## src/rtl/word_ser_pkg.sv

```systemverilog
// Shared types and elaboration-time helpers for the parametrised word serialiser.
package word_ser_pkg;

  typedef enum logic [1:0] {
    StEmpty,
    StActive,
    StFull
  } ser_state_e;

  function automatic bit params_legal(int unsigned in_w, int unsigned out_w);
    if (out_w == 0) return 1'b0;
    return ((in_w % out_w) == 0) && ((in_w / out_w) >= 2);
  endfunction

  function automatic int unsigned cnt_width(int unsigned ratio);
    return (ratio < 2) ? 1 : $clog2(ratio);
  endfunction

  // Bit offset of slice idx within the word; caller shifts the word down by this amount.
  function automatic int unsigned slice_offset(int unsigned in_w, int unsigned out_w,
                                               int unsigned idx, bit msb_first);
    return msb_first ? (in_w - (idx + 1) * out_w) : (idx * out_w);
  endfunction

endpackage

```

## src/rtl/word_skid_buf.sv

```systemverilog
// One-entry skid buffer holding the word that arrives while the shift register is busy.
module word_skid_buf #(
  parameter int unsigned W = 32
) (
  input  logic         clk_4f,
  input  logic         reset,
  input  logic         wr_valid,
  output logic         wr_ready,
  input  logic [W-1:0] wr_data,
  output logic         rd_valid,
  input  logic         rd_ready,
  output logic [W-1:0] rd_data
);

  logic         valid_q, valid_d;
  logic [W-1:0] data_q, data_d;

  always_comb begin
    valid_d = valid_q;
    data_d  = data_q;
    if (rd_ready && valid_q) valid_d = 1'b0;
    if (wr_valid && !valid_q) begin
      valid_d = 1'b1;
      data_d  = wr_data;
    end
  end

  always_ff @(posedge clk_4f or negedge reset) begin
    if (!reset) begin
      valid_q <= 1'b0;
      data_q  <= '0;
    end else begin
      valid_q <= valid_d;
      data_q  <= data_d;
    end
  end

  assign wr_ready = !valid_q;
  assign rd_valid = valid_q;
  assign rd_data  = data_q;

endmodule

```

## src/rtl/word_serializer_param.sv

```systemverilog
// Splits IN_W-bit words into RATIO OUT_W-bit slices on the lane clock, with a one-word skid
// buffer so back-to-back words stream gap-free. All outputs are registered.
module word_serializer_param
  import word_ser_pkg::*;
#(
  parameter int unsigned IN_W      = 32,
  parameter int unsigned OUT_W     = 8,
  parameter bit          MSB_FIRST = 1'b1,
  parameter int unsigned IDLE_FILL = 0
) (
  input  logic             clk_4f,
  input  logic             reset,
  input  logic             in_valid,
  input  logic [IN_W-1:0]  in_data,
  output logic             in_ready,
  input  logic             out_ready,
  output logic             out_valid,
  output logic [OUT_W-1:0] out_data,
  output logic             out_first,
  output logic             out_last
);

  localparam int unsigned      RATIO     = IN_W / OUT_W;
  localparam int unsigned      CntW      = cnt_width(RATIO);
  localparam logic [CntW-1:0]  CntLast   = CntW'(RATIO - 1);
  localparam logic [OUT_W-1:0] IdleSlice = OUT_W'(IDLE_FILL);

  if (!params_legal(IN_W, OUT_W)) begin : g_bad_params
    $error("word_serializer_param: IN_W must be a multiple of OUT_W with ratio >= 2");
  end

  ser_state_e       state_q, state_d;
  logic [IN_W-1:0]  sr_q, sr_d;
  logic [CntW-1:0]  cnt_q, cnt_d;
  logic             in_ready_q, in_ready_d;
  logic             out_valid_q, out_valid_d;
  logic [OUT_W-1:0] out_data_q, out_data_d;
  logic             out_first_q, out_first_d;
  logic             out_last_q, out_last_d;

  logic in_xfer, out_xfer, last_xfer;
  logic load_in, load_sb, push_sb;

  logic            sb_wr_ready, sb_rd_valid;
  logic [IN_W-1:0] sb_data;

  assign in_xfer   = in_valid && in_ready_q;
  assign out_xfer  = out_valid_q && out_ready;
  assign last_xfer = out_xfer && (cnt_q == CntLast);

  word_skid_buf #(
    .W (IN_W)
  ) u_skid (
    .clk_4f   (clk_4f),
    .reset    (reset),
    .wr_valid (push_sb),
    .wr_ready (sb_wr_ready),
    .wr_data  (in_data),
    .rd_valid (sb_rd_valid),
    .rd_ready (load_sb),
    .rd_data  (sb_data)
  );

  always_ff @(posedge clk_4f or negedge reset) begin
    if (!reset) begin
      state_q <= StEmpty;
    end else begin
      state_q <= state_d;
    end
  end

  always_comb begin
    state_d = state_q;
    load_in = 1'b0;
    load_sb = 1'b0;
    push_sb = 1'b0;
    unique case (state_q)
      StEmpty: begin
        if (in_xfer) begin
          state_d = StActive;
          load_in = 1'b1;
        end
      end
      StActive: begin
        if (last_xfer) begin
          if (in_xfer) load_in = 1'b1;
          else         state_d = StEmpty;
        end else if (in_xfer && sb_wr_ready) begin
          state_d = StFull;
          push_sb = 1'b1;
        end
      end
      StFull: begin
        if (last_xfer && sb_rd_valid) begin
          state_d = StActive;
          load_sb = 1'b1;
        end
      end
      default: state_d = StEmpty;
    endcase
  end

  // Loads only happen at a wrap or from EMPTY, so the counter is already heading to zero.
  always_comb begin
    sr_d = sr_q;
    if (load_in)      sr_d = in_data;
    else if (load_sb) sr_d = sb_data;

    cnt_d = cnt_q;
    if (last_xfer)     cnt_d = '0;
    else if (out_xfer) cnt_d = cnt_q + 1'b1;
  end

  always_comb begin
    in_ready_d  = (state_d != StFull);
    out_valid_d = (state_d != StEmpty);
    out_data_d  = IdleSlice;
    if (out_valid_d) begin
      out_data_d = OUT_W'(sr_d >> slice_offset(IN_W, OUT_W, 32'(cnt_d), MSB_FIRST));
    end
    out_first_d = out_valid_d && (cnt_d == '0);
    out_last_d  = out_valid_d && (cnt_d == CntLast);
  end

  always_ff @(posedge clk_4f or negedge reset) begin
    if (!reset) begin
      sr_q        <= '0;
      cnt_q       <= '0;
      in_ready_q  <= 1'b0;
      out_valid_q <= 1'b0;
      out_data_q  <= IdleSlice;
      out_first_q <= 1'b0;
      out_last_q  <= 1'b0;
    end else begin
      sr_q        <= sr_d;
      cnt_q       <= cnt_d;
      in_ready_q  <= in_ready_d;
      out_valid_q <= out_valid_d;
      out_data_q  <= out_data_d;
      out_first_q <= out_first_d;
      out_last_q  <= out_last_d;
    end
  end

  assign in_ready  = in_ready_q;
  assign out_valid = out_valid_q;
  assign out_data  = out_data_q;
  assign out_first = out_first_q;
  assign out_last  = out_last_q;

endmodule

```

## config.mk

```make
export PLATFORM = sky130hd
export DESIGN_NAME = word_serializer_param
export DESIGN_NICKNAME = d
export VERILOG_FILES = /design/src/rtl/word_ser_pkg.sv /design/src/rtl/word_skid_buf.sv /design/src/rtl/word_serializer_param.sv
export SDC_FILE = /design/constraint.sdc
export NUM_CORES = 1
export LEC_CHECK = 0
export ABC_AREA = 1
export BUFFER_PORTS_ARGS = -buffer_cell sky130_fd_sc_hd__buf_4
export CAP_MARGIN = 20
export CORE_MARGIN = 2
export CORE_UTILIZATION = 55
export CTS_BUF_LIST = sky130_fd_sc_hd__clkbuf_4 sky130_fd_sc_hd__clkbuf_8
export CTS_CLUSTER_SIZE = 24
export DETAILED_ROUTE_END_ITERATION = 10
export PLACE_DENSITY_LB_ADDON = 0.12
export RECOVER_POWER = 100
export SYNTH_ARGS = -nofsm -noshare
export SYNTH_HDL_FRONTEND = slang
export SYNTH_SLANG_ARGS = --single-unit
```

## constraint.sdc

```tcl
create_clock -name clk_4f -period 3.5 [get_ports clk_4f]
set_input_delay 0.175 -clock clk_4f [delete_from_list [all_inputs] [get_ports clk_4f]]
set_output_delay 0.175 -clock clk_4f [all_outputs]
set_load 0.02 [all_outputs]
```

==> results.sh <==
export IMPL_path_clk_slew_ps=80
export IMPL_synth_commonest_cells="nand2_1 (125), dfrtp_1 (81), nand3_1 (66), inv_1 (65), nor2_1 (45)"
export IMPL_cp_data_arrival_time_ps=2980
export IMPL_fmax_mhz=370
export IMPL_cp_start_kind="flop"
export IMPL_report_final_slew_viol_count=71
export IMPL_drt_first_iter_violations=295
export IMPL_drive_above_1_share_pct=11.9
export IMPL_dpl_cell_area_mm2=0.00434
export IMPL_cp_required_ps=3780
export IMPL_synthCells=503
export IMPL_final_cell_area_mm2=0.00448
export IMPL_cts_resized=0
export IMPL_drt_first_pass_iters=5
export IMPL_cts_sinks=81
export IMPL_setup_viol=0
export IMPL_yosysTopAreaCell="dfrtp_1"
export IMPL_path_max_fanout=26
export IMPL_cp_depth=9
export IMPL_cpMostUsedCell="nand3_1"
export IMPL_hold_violations=0
export IMPL_vias=3378
export IMPL_nets=580
export IMPL_core_region_area_mm2=0.00687
export IMPL_avgSynthCellArea_um2=7.88
export IMPL_num_io_pins=48
export IMPL_synth_area_mm2=0.00396
export IMPL_route_detailed_drc=0
export IMPL_drv_cap=1
export IMPL_min_to="sr_q[2]$_DFF_PN0_"
export IMPL_place_gp_congestion=0.812
export IMPL_synth_top_cells_by_area="dfrtp_1 (51%), nand2_1 (12%), nand3_1 (8.3%)"
export IMPL_seq_area_frac_synth_pct=51.1
export IMPL_die_height_um=88.9
export IMPL_min_period_over_period_pct=77.3
export IMPL_final_cells=641
export IMPL_reg2reg_slack_ps=800
export IMPL_drt_wl_total_um=9370
export IMPL_grt_pass1_vias=3149
export IMPL_fin_skew_ps=8.82
export IMPL_cp_slowest_stage_delay_ps=410
export IMPL_rsz0062_at_grt="false"
export IMPL_reg2reg_to="out_data[2]$_DFF_PN0_"
export IMPL_std_cell_rows=30
export IMPL_synth_nets=542
export IMPL_grt_util_all_layers_pct=25.3
export IMPL_synth_ff_type="dfrtp_1"
export IMPL_die_width_um=88.9
export IMPL_worst_path_buf_inv=2
export IMPL_regArea_mm2=0.00203
export IMPL_antenna_found_initial=0
export IMPL_yosys_warnings=0
export IMPL_critical_path_class="reg2reg"
export IMPL_area_delta_synth_final_pct=13.1
export IMPL_timing_rr_start="cnt_q[0]$_DFF_PN0_"
export IMPL_crit_family="simple AND/OR/NAND/NOR gates"
export IMPL_cts_root_buf="clkbuf_8"
export IMPL_cp_end_kind="flop"
export IMPL_cts_tree="yes"
export IMPL_yosysMostFrequentCell="nand2_1"
export IMPL_violations="max-capacitance violations, max-slew violations"
export IMPL_synth_distinct_cells=25
export IMPL_fin_crit_ps=2700
export IMPL_worst_slew_pin_slew_ps=1720
export IMPL_port_buffers=47
export IMPL_htree_levels=3
export IMPL_yosysTopAreaCellShare_pct=51.1
export IMPL_drt_wirelength_per_cell_um=14.6
export IMPL_multi_input_area_mm2=0.00151
export IMPL_diodes=0
export IMPL_vdd_drop_max_uv=447
export IMPL_fin_setup_tns_ps=0
export IMPL_reg2reg_depth=9
export IMPL_dp_cells=624
export IMPL_worst_path_max_delay_cell="nand3_1"
export IMPL_power_leakage_nw=2.42
export IMPL_post_dp_hpwl_um=5830
export IMPL_hold_class="in2reg"
export IMPL_setup_slack_ps=795
export IMPL_start_util_pct=57.7
export IMPL_async_flop_share_pct=100
export IMPL_post_place_ws_ps=1100
export IMPL_viasPerCell=5.27
export IMPL_synth_edf_count=0
export IMPL_maxSlewHeadroom_pct=-14.9
export IMPL_cts_buffers=9
export IMPL_whs_path_depth=3
export IMPL_grt_ovfl_total=0
export IMPL_dieArea_mm2=0.00790
export IMPL_fillers=611
export IMPL_detail_route_antenna_nets=0
export IMPL_status="finished with violations"
export IMPL_cp_cell_sequence="ha_1 > inv_1 > nor2_8 > nand3_1 > buf_4 > o21a_1 > nand3_1 > nand3_1 > nor2_1"
export IMPL_hold_start="in_data[2]"
export IMPL_powerDensity_mw_per_mm2=935
export IMPL_grt_max_degree=82
export IMPL_ys_seq_elements=81
export IMPL_grt_pass1_wl_um=15300
export IMPL_cts_buffer_depth=2
export IMPL_clk_latency_ps=340
[worst min-delay path, cell delays in order]
cell and delay [ps]:
buf_4 90, nand2_1 60, nand2_1 60
[cell usage in the layout, fill, tap and decap left out, drive strengths merged]
cell type / count
dlygate4sd3: 1
inv: 71
ha: 3
nand4: 32
nand2: 127
buf: 39
a21oi: 16
clkinv: 2
dfrtp: 81
xor2: 1
o21ai: 18
nand3: 68
a31oi: 1
bufinv: 1
and2: 8
nor2: 48
clkbuf: 27
o21a: 1
[repair_timing]
item | 4_1_cts | 5_1_grt
hold buffers | 0 | 1
hold endpoints to repair | 0 | 11
buffers inserted | 0 | 0
[routing by layer]
layer / GRT usage (%) / vias to the layer above / share of wire [%]
met3: 3.14 / 12 / 5.7
li1: - / 1675 / -
met4: 8.40 / 0 / 1.1
met5: 0 / - / 0
met2: 41.7 / 109 / 48
met1: 35.0 / 1582 / 45
[cells by family (layout without fill, tap and decap cells)]
family | Yosys count | after routing | synth area share [%]
AND/OR/NAND/NOR | 283 | 283 | 32.5
buffers and inverters | 99 | 141 | 10.4
flip-flops | 81 | 81 | 51.1
AO/OA/AOI/OAI | 36 | 36 | 4.74
adder cells (fa/ha/maj) | 3 | 3 | 0.947
XOR/XNOR | 1 | 1 | 0.221
[worst max-delay path by stage]
stage	startpoint	end	slack [ps]
global route	cnt_q[0]$_DFF_PN0_	out_data[2]$_DFF_PN0_	550
global placement	cnt_q[0]$_DFF_PN0_	out_data[2]$_DFF_PN0_	1200
finish	cnt_q[0]$_DFF_PN0_	out_data[2]$_DFF_PN0_	800
CTS	cnt_q[0]$_DFF_PN0_	out_data[2]$_DFF_PN0_	1070
floorplan	out_valid$_DFF_PN0_	out_data[0]$_DFF_PN0_	1680
detailed placement	cnt_q[0]$_DFF_PN0_	out_data[2]$_DFF_PN0_	1100
[layout make-up]
| class | instances | area share [%] |
|---|---|---|
| clock inverters | 3 | 0.893 |
| inverters | 71 | 5.94 |
| repair buffers | 55 | 8.07 |
| multi-input cells | 323 | 33.7 |
| flip-flops and latches | 81 | 45.2 |
| well taps | 96 | 2.68 |
| clock buffers | 12 | 3.54 |
[state kept, by name (all words and copies together) (netlist names)]
register	cells
u_skid.rd_valid	1
sr_q	32
u_skid.rd_data	32
cnt_q	2
out_data	8
out_valid	1
in_ready	1
out_first	1
state_q	2
out_last	1
[power by group]
part,internal [mW],switching [mW]
Clock,0.371,0.324
Combinational,0.625,1.33
Sequential,1.38,0.162
[stage by stage]
| step | total power [mW] | hold WS, ps | utilization, % |
|---|---|---|---|
| 2_1_floorplan | 3.01 | -121 | - |
| 3_3_place_gp | 3.49 | 413 | 63.2 |
| 3_5_place_dp | 3.56 | 409 | 63.2 |
| 4_1_cts | 4.27 | 34.6 | 66.1 |
| 5_1_grt | 4.57 | 77.9 | 65.3 |
| 6_report | 4.19 | 62.0 | 65.3 |
(Power assumes the default switching activity.)
